==> src/rtl/traffic_request_latch_if.sv <==
// traffic_request_latch_if: road button, green-light and request/ack signals
// between the traffic controller top level and traffic_request_latch.
//
// Handshake: req_x is a level that rises one cycle after an accepted press and
// stays high until the state machine shows green_x. The cycle after green_x
// is sampled high with req_x up, req_x drops and ack_x pulses for exactly one
// cycle. Requests do not queue: presses while req_x is high are dropped.
interface traffic_request_latch_if;
    logic [1:0] btn_a_raw;
    logic [1:0] btn_b_raw;
    logic       green_a;
    logic       green_b;
    logic       one_sec_tick;
    logic       req_a;
    logic       req_b;
    logic       ack_a;
    logic       ack_b;
    logic [3:0] wait_a;
    logic [3:0] wait_b;

    // Side that owns the buttons, the lights and the tick.
    modport master (
        output btn_a_raw, btn_b_raw, green_a, green_b, one_sec_tick,
        input  req_a, req_b, ack_a, ack_b, wait_a, wait_b
    );

    // Request latch side.
    modport slave (
        input  btn_a_raw, btn_b_raw, green_a, green_b, one_sec_tick,
        output req_a, req_b, ack_a, ack_b, wait_a, wait_b
    );
endinterface

==> src/rtl/traffic_request_latch.sv <==
// traffic_request_latch: per-road button synchroniser, debouncer, press-edge
// detector and request FSM. Road A is index 0, road B is index 1.
// Optional macro REQ_WAIT_COUNT_EN adds a saturating seconds-pending counter
// per road (wait_a / wait_b); without it those outputs are tied to zero.
// State encodings on state_a_dbg / state_b_dbg:
//   0 = IDLE, 1 = PENDING, 2 = ACK, 3 = WAIT_RELEASE.
module traffic_request_latch #(
    parameter int DEBOUNCE_CYCLES = 1_000_000,
    parameter int CNT_W           = 20
) (
    input  logic                          CLK100MHZ,
    input  logic                          reset,
    traffic_request_latch_if.slave        bus,
    output logic [1:0]                    state_a_dbg,
    output logic [1:0]                    state_b_dbg
);

    typedef enum logic [1:0] {
        ST_IDLE         = 2'd0,
        ST_PENDING      = 2'd1,
        ST_ACK          = 2'd2,
        ST_WAIT_RELEASE = 2'd3
    } state_t;

    localparam logic [CNT_W-1:0] CNT_MAX = CNT_W'(DEBOUNCE_CYCLES - 1);

    logic [1:0] btn_any;
    logic [1:0] green;
    logic [1:0] req_vec;
    logic [1:0] ack_vec;
    logic [3:0] wait_vec  [2];
    logic [1:0] state_vec [2];

    assign btn_any = {|bus.btn_b_raw, |bus.btn_a_raw};
    assign green   = {bus.green_b, bus.green_a};

    for (genvar r = 0; r < 2; r++) begin : g_road
        logic             sync1_q, sync1_d;
        logic             sync2_q, sync2_d;
        logic             deb_q, deb_d;
        logic [CNT_W-1:0] cnt_q, cnt_d;
        logic             deb_prev_q, deb_prev_d;
        logic             press_q, press_d;
        logic [1:0]       fill_q, fill_d;
        logic             arm_q, arm_d;
        state_t           state_q, state_d;

        // Front end: two-flop synchroniser, stability-counter debounce, and a
        // registered rising-edge detect on the debounced level. A press only
        // counts once the road has been seen released (arm_q), so a button
        // held across reset cannot raise a request until it is let go; fill_q
        // waits for the synchroniser to hold a real sample before arming.
        always_comb begin
            sync1_d    = btn_any[r];
            sync2_d    = sync1_q;
            fill_d     = {fill_q[0], 1'b1};
            deb_d      = deb_q;
            cnt_d      = cnt_q;
            if (sync2_q == deb_q) begin
                cnt_d = '0;
            end else if (cnt_q == CNT_MAX) begin
                deb_d = sync2_q;
                cnt_d = '0;
            end else begin
                cnt_d = cnt_q + 1'b1;
            end
            deb_prev_d = deb_q;
            arm_d      = arm_q | (fill_q[1] & ~sync2_q & ~deb_q);
            press_d    = deb_q & ~deb_prev_q & arm_q;
        end

        // Request FSM next state; unused encodings fall back to IDLE.
        always_comb begin
            state_d = state_q;
            case (state_q)
                ST_IDLE: begin
                    if (press_q) begin
                        state_d = green[r] ? ST_WAIT_RELEASE : ST_PENDING;
                    end
                end
                ST_PENDING: begin
                    if (green[r]) begin
                        state_d = ST_ACK;
                    end
                end
                ST_ACK: begin
                    state_d = deb_q ? ST_WAIT_RELEASE : ST_IDLE;
                end
                ST_WAIT_RELEASE: begin
                    if (!deb_q) begin
                        state_d = ST_IDLE;
                    end
                end
                default: begin
                    state_d = ST_IDLE;
                end
            endcase
        end

        // Front-end and FSM registers with synchronous reset.
        always_ff @(posedge CLK100MHZ) begin
            if (reset) begin
                sync1_q    <= 1'b0;
                sync2_q    <= 1'b0;
                deb_q      <= 1'b0;
                cnt_q      <= '0;
                deb_prev_q <= 1'b0;
                press_q    <= 1'b0;
                fill_q     <= 2'b00;
                arm_q      <= 1'b0;
                state_q    <= ST_IDLE;
            end else begin
                sync1_q    <= sync1_d;
                sync2_q    <= sync2_d;
                deb_q      <= deb_d;
                cnt_q      <= cnt_d;
                deb_prev_q <= deb_prev_d;
                press_q    <= press_d;
                fill_q     <= fill_d;
                arm_q      <= arm_d;
                state_q    <= state_d;
            end
        end

        assign req_vec[r]   = (state_q == ST_PENDING);
        assign ack_vec[r]   = (state_q == ST_ACK);
        assign state_vec[r] = state_q;

`ifdef REQ_WAIT_COUNT_EN
        logic [3:0] wait_q, wait_d;

        // Seconds pending: count ticks in PENDING (saturating), hold in ACK
        // so the final value can be shown, clear everywhere else.
        always_comb begin
            wait_d = '0;
            case (state_q)
                ST_PENDING: begin
                    if (bus.one_sec_tick && (wait_q != 4'd15)) begin
                        wait_d = wait_q + 4'd1;
                    end else begin
                        wait_d = wait_q;
                    end
                end
                ST_ACK: begin
                    wait_d = wait_q;
                end
                default: begin
                    wait_d = '0;
                end
            endcase
        end

        // Wait counter register.
        always_ff @(posedge CLK100MHZ) begin
            if (reset) begin
                wait_q <= '0;
            end else begin
                wait_q <= wait_d;
            end
        end

        assign wait_vec[r] = wait_q;
`else
        assign wait_vec[r] = 4'd0;
`endif
    end

`ifndef REQ_WAIT_COUNT_EN
    logic unused_tick;
    assign unused_tick = bus.one_sec_tick;
`endif

    assign bus.req_a  = req_vec[0];
    assign bus.req_b  = req_vec[1];
    assign bus.ack_a  = ack_vec[0];
    assign bus.ack_b  = ack_vec[1];
    assign bus.wait_a = wait_vec[0];
    assign bus.wait_b = wait_vec[1];
    assign state_a_dbg = state_vec[0];
    assign state_b_dbg = state_vec[1];

endmodule

==> src/flat_wrapper.sv <==
// flat-port wrapper written by rule: the top's interface ports become plain ports
module traffic_request_latch_flat 
#(
    parameter int DEBOUNCE_CYCLES = 1_000_000,
    parameter int CNT_W           = 20
)
  (CLK100MHZ, reset, state_a_dbg, state_b_dbg, bus_btn_a_raw, bus_btn_b_raw, bus_green_a, bus_green_b, bus_one_sec_tick, bus_req_a, bus_req_b, bus_ack_a, bus_ack_b, bus_wait_a, bus_wait_b);
  traffic_request_latch_if bus_i ();
  input  logic CLK100MHZ;
  input  logic reset;
  output logic [1:0] state_a_dbg;
  output logic [1:0] state_b_dbg;
  input wire logic [$bits(bus_i.btn_a_raw)-1:0] bus_btn_a_raw;
  input wire logic [$bits(bus_i.btn_b_raw)-1:0] bus_btn_b_raw;
  input wire logic [$bits(bus_i.green_a)-1:0] bus_green_a;
  input wire logic [$bits(bus_i.green_b)-1:0] bus_green_b;
  input wire logic [$bits(bus_i.one_sec_tick)-1:0] bus_one_sec_tick;
  output wire logic [$bits(bus_i.req_a)-1:0] bus_req_a;
  output wire logic [$bits(bus_i.req_b)-1:0] bus_req_b;
  output wire logic [$bits(bus_i.ack_a)-1:0] bus_ack_a;
  output wire logic [$bits(bus_i.ack_b)-1:0] bus_ack_b;
  output wire logic [$bits(bus_i.wait_a)-1:0] bus_wait_a;
  output wire logic [$bits(bus_i.wait_b)-1:0] bus_wait_b;
  assign bus_i.btn_a_raw = bus_btn_a_raw;
  assign bus_i.btn_b_raw = bus_btn_b_raw;
  assign bus_i.green_a = bus_green_a;
  assign bus_i.green_b = bus_green_b;
  assign bus_i.one_sec_tick = bus_one_sec_tick;
  assign bus_req_a = bus_i.req_a;
  assign bus_req_b = bus_i.req_b;
  assign bus_ack_a = bus_i.ack_a;
  assign bus_ack_b = bus_i.ack_b;
  assign bus_wait_a = bus_i.wait_a;
  assign bus_wait_b = bus_i.wait_b;
  traffic_request_latch #(.DEBOUNCE_CYCLES(DEBOUNCE_CYCLES), .CNT_W(CNT_W)) u_core (.CLK100MHZ(CLK100MHZ), .reset(reset), .bus(bus_i), .state_a_dbg(state_a_dbg), .state_b_dbg(state_b_dbg));
endmodule
==> config.mk <==
export PLATFORM = sky130hd
export DESIGN_NAME = traffic_request_latch_flat
export DESIGN_NICKNAME = d
export VERILOG_FILES = /design/src/rtl/traffic_request_latch_if.sv /design/src/rtl/traffic_request_latch.sv /design/src/flat_wrapper.sv
export SDC_FILE = /design/constraint.sdc
export NUM_CORES = 1
export LEC_CHECK = 0
export ABC_AREA = 1
export BUFFER_PORTS_ARGS = -buffer_cell sky130_fd_sc_hd__buf_2
export CAP_MARGIN = 20
export CORE_MARGIN = 1.5
export CORE_UTILIZATION = 40
export CTS_CLUSTER_DIAMETER = 40
export DETAILED_ROUTE_END_ITERATION = 16
export GPL_TIMING_DRIVEN = 0
export PLACE_DENSITY = 0.66
export SYNTH_ARGS = -nofsm -noshare
export SYNTH_HDL_FRONTEND = slang
export SYNTH_SLANG_ARGS = --single-unit
export TNS_END_PERCENT = 5
==> constraint.sdc <==
create_clock -name CLK100MHZ -period 4.35 [get_ports CLK100MHZ]
set_input_delay 0.2175 -clock CLK100MHZ [delete_from_list [all_inputs] [get_ports CLK100MHZ]]
set_output_delay 0.2175 -clock CLK100MHZ [all_outputs]
set_load 0.005 [all_outputs]
Word level (Yosys, flattened, before mapping)

Cells that the tools add are included.

Register bits: 60
Input port bits: 9
Output and inout bits: 16
Word-level logic and storage cells: 80

Add/sub/neg operators: 2
Equal/unequal tests: 16
Mux-type cells: 14
Bitwise operators: 18
Reductions and logical operators: 10

Operators by type and width:

| operator                                                                | number |
|---|---|
| 20-bit by 1-bit adder with 20-bit output, second input constant         | 2 |
| 20-bit == test, second input constant                                   | 2 |
| 2-bit 2-to-1 mux                                                        | 10 |
| 2-bit case mux with 4 select lines                                      | 2 |
| 1-bit AND                                                               | 8 |
| 2-bit == test, second input constant                                    | 4 |
| 2-bit inequality test, second input constant                            | 4 |
| 1-bit inverter                                                          | 8 |
| 3-bit AND reduction                                                     | 2 |
| 3-bit OR reduction                                                      | 2 |
| 2-bit by 1-bit == test with 1-bit output, second input constant         | 2 |
| 2-bit zero test                                                         | 2 |
| 2-bit by 1-bit inequality test with 1-bit output, second input constant | 2 |
| 2-bit AND reduction                                                     | 2 |
| 2-bit OR reduction                                                      | 2 |
| 1-bit == test                                                           | 2 |
| 1-bit 2-to-1 mux                                                        | 2 |
| 1-bit OR                                                                | 2 |

Longest topological paths before layout

Depth in word-level cells: 4
Gate-level depth with buffers: 9

Worst setup path after synthesis

Ideal clock, no wire load.

Kind: reg2reg
Start: register u_core.g_road[1].cnt_q[0]
End: register u_core.g_road[1].cnt_q[15]
Library setup time: 112 ps
Data arrival time: 1337 ps
Required time: 4238 ps
Setup slack: 2901 ps
Cell stages (with the launch flop): 10
Cells stage by stage: dfxtp_1 > ha_1 > nand3_2 > inv_2 > nand3_2 > nor2_2 > nand2_1 > nand2_2 > buf_6 > nor2_1

Cells in the longest elaborated chain, start to end: 2
Elaborated cells on any way between the ends: 3
Those cells by class: 1 x add/sub; 1 x eq/ne; 1 x reduce/logical

RTL lines:

| element                                                                          | line                         | RTL |
|---|---|---|
| from (decl)                                                                      | traffic_request_latch.sv:41  | `logic [CNT_W-1:0] cnt_q, cnt_d;` |
| from (signal assigned)                                                           | traffic_request_latch.sv:116 | `cnt_q <= cnt_d;` |
| branches (longest 2 deep; another with 20-bit by 1-bit adder with 20-bit output) | -                            |  |

Parallel ways; which one is timed is not known.
A chain may end at the register's enable or synchronous reset.

Final worst setup path

Start: register u_core.g_road[1].cnt_q[0]
End: register u_core.g_road[1].cnt_q[5]

The elaborated chain is that of the path after synthesis.

==> results.cfg <==
[clocking]
ctsHoldBuffers = 0
insertion_delay_ps = 330
cts_tree = done
cts-root-buf = clkbuf_8
ctsHtreeMaxLevel = 3
numCtsBuffers = 9
cts.sinks = 58
clock_path_buffers = 2
cts_setup_buffers = 0
cts.repair.resized = 0
path_clk_slew_ps = 60

[setup_path]
endpoint_kind = flip-flop
crit_fanout = 10
reg2regPathDepth = 9
required_ps = 4570
crit-reg2reg-capture = u_core.g_road[1].cnt_q[5]
r2r_setup_slack_ps = 2660
rr_startpoint = u_core.g_road[1].cnt_q[0]
critPathLaunchType = flip-flop
critPathArrivalTime_ps = 1910
critPathKind = flip-flop to flip-flop

[yosys]
netlist_instances = 423
avgSynthCellArea_um2 = 6.73
synth-edff-count = 0
syn_area_um2 = 2850
synthFlopType = dfxtp_1
synthArstFlopShare_pct = 0
synth.distinct_cells = 30
ys_ff_latch = 58
synth_seq_area_share_pct = 40.8
yosys_warnings = 0

[sta]
tns_ps = 0
setup_violations = 0
drv_slew = 0
fin_crit_ps = 1690
period_share_pct = 38.8
clock_skew_ps = 6.81
grt_setup_unrepaired = no
clock.fmax_mhz = 592
hold_viol = 0

[min_path]
hold_depth = 3
min_path_type = input pin to flip-flop
hold_start = bus_btn_a_raw[0]
min_to = u_core.g_road[0].sync1_q

[drt]
dr.first_iter.drc_count = 85
route.vias.total = 2478
firstDrtPassIters = 4
wl_per_cell_um = 9.82
vias_per_cell = 4.47
totalWireLength_um = 5440
antenna_left = 0
drcViolationCount = 0

[global_route]
gr-usage-all-layers_pct = 15.9
antenna_found_initial = 0
grt-ovfl-total = 0
grt_pass1_vias = 2213
grt_start_max_net_pins = 11
grt_pass1_wl_um = 9480

[layout]
area.growth.synth_to_final_pct = 13.4
mostFrequentLayoutCell = nand2_1
regArea_um2 = 1160
finalNetCount = 467
n_antenna_cell = 0
layout_common_cells = nand2_1, nor2_1, dfxtp_1
multiInputGateArea_um2 = 1420
utilization_pct = 47.3
drive_above_1_share_pct = 11.1
n_fill_cell = 711

[run]
cap_viol_max_count = 0

[place]
port_buffers = 15
place.gp.congestion = 0.851
dp_hpwl_um = 4190

[outcome]
status = complete, no violations

[power_and_ir_drop]
ir_worst_vdd_mv = 0.202
p_leak_nw = 1.17
power_density_nw_per_um2 = 308

[die]
core_area_um2 = 6830
die_h_um = 87.4
num_rows = 30
dieArea_um2 = 7630
ios = 25
die_w_um = 87.4
start_util_pct = 41.7
[critical path: stages (launching register included)]
cell and delay (ps):
dfxtp_1 390, ha_1 270, nand3_2 140, inv_2 120
nand3_2 70, nor2_2 100, nand2_1 70, nand2_2 190
buf_6 180, nor2_1 40
[layer usage]
layer / track usage (%) / share of wire, %
met4: 4.33 / 0.46
met2: 27.0 / 48
met5: 0 / 0
met3: 5.12 / 3.3
met1: 19.1 / 49
[area by class of cell]
cell class	count	area share (%)
multi-input cells	306	44.0
flip-flops and latches	58	36.0
inverters	55	6.40
clock buffers	13	4.92
well taps	96	3.72
plain buffers	11	2.67
repair buffers	15	2.33
[registers in the layout, indices dropped and copies added, names as in the netlist]
| signal | count |
|---|---|
| u_core.g_road.arm_q | 2 |
| u_core.g_road.fill_q | 2 |
| u_core.g_road.deb_prev_d | 2 |
| u_core.g_road.cnt_q | 40 |
| u_core.state_b_dbg | 2 |
| u_core.g_road.sync1_q | 2 |
| u_core.g_road.press_q | 2 |
| u_core.g_road.sync2_q | 2 |
| u_core.state_a_dbg | 2 |
| u_core.g_road.deb_prev_q | 2 |
[power by group]
group / switching [mW] / leakage, nW / internal [mW]
clock network: 0.184 / 0.0815 / 0.229
registers: 0.00374 / 0.470 / 0.538
logic: 0.0217 / 0.615 / 0.0172
[synth_stat cells (2+ instances only)]
library cell | number | area share, %
nor2_2 | 2 | 0.44
dfxtp_1 | 58 | 41
or2_2 | 2 | 0.44
nand2_1 | 100 | 13
inv_2 | 2 | 0.26
a21oi_1 | 19 | 3.3
buf_6 | 2 | 0.79
nor4_1 | 2 | 0.44
inv_1 | 53 | 7.0
o21ai_0 | 11 | 1.9
xnor2_1 | 7 | 2.2
nor2_4 | 2 | 0.79
buf_4 | 8 | 2.1
nand2_2 | 4 | 0.88
nor2_1 | 97 | 13
ha_1 | 2 | 0.88
nand3_2 | 2 | 0.70
a31oi_1 | 2 | 0.44
o211ai_1 | 2 | 0.53
nand4_1 | 9 | 2.0
xor2_1 | 9 | 2.8
nand3_1 | 20 | 3.5
[how the worst max path moves through the flow]
stage                              startpoint                    endpoint  slack [ps]  cells past startpoint
floorplan           u_core.g_road[1].cnt_q[0]  u_core.g_road[1].cnt_q[15]        2900                      9
global placement    u_core.g_road[1].cnt_q[0]  u_core.g_road[1].cnt_q[15]        2650                      9
detailed placement  u_core.g_road[1].cnt_q[0]   u_core.g_road[1].cnt_q[6]        2620                      9
CTS                 u_core.g_road[1].cnt_q[0]  u_core.g_road[1].cnt_q[15]        2620                      9
global route        u_core.g_road[1].cnt_q[0]   u_core.g_road[1].cnt_q[3]        2460                      9
finish              u_core.g_road[1].cnt_q[0]   u_core.g_road[1].cnt_q[5]        2660                      9
[metrics by stage]
step / hold WS (ps) / worst slack, ps / power [mW] / cell area, um2 / std cells
finish: 96.0 / 2660 / 0.993 / 3230 / 554
global placement: 381 / 2650 / 0.592 / 3070 / 541
global route: 100 / 2460 / 1.04 / 3230 / 554
floorplan: 294 / 2900 / 0.580 / 2870 / 430
detailed placement: 384 / 2620 / 0.593 / 3070 / 541
CTS: 87.7 / 2620 / 1.01 / 3230 / 554
[kinds of logic after synthesis]
| kind of cell | after synthesis | share of synthesized area, % |
|---|---|---|
| adder cells (fa/ha/maj) | 2 | 0.879 |
| flip-flops | 58 | 40.8 |
| other | 1 | 0.132 |
| AND/OR/NAND/NOR | 244 | 36.2 |
| XOR/XNOR | 16 | 4.92 |
| buffers and inverters | 66 | 10.3 |
| AO/OA/AOI/OAI | 36 | 6.81 |
(Power assumes the default switching activity.)
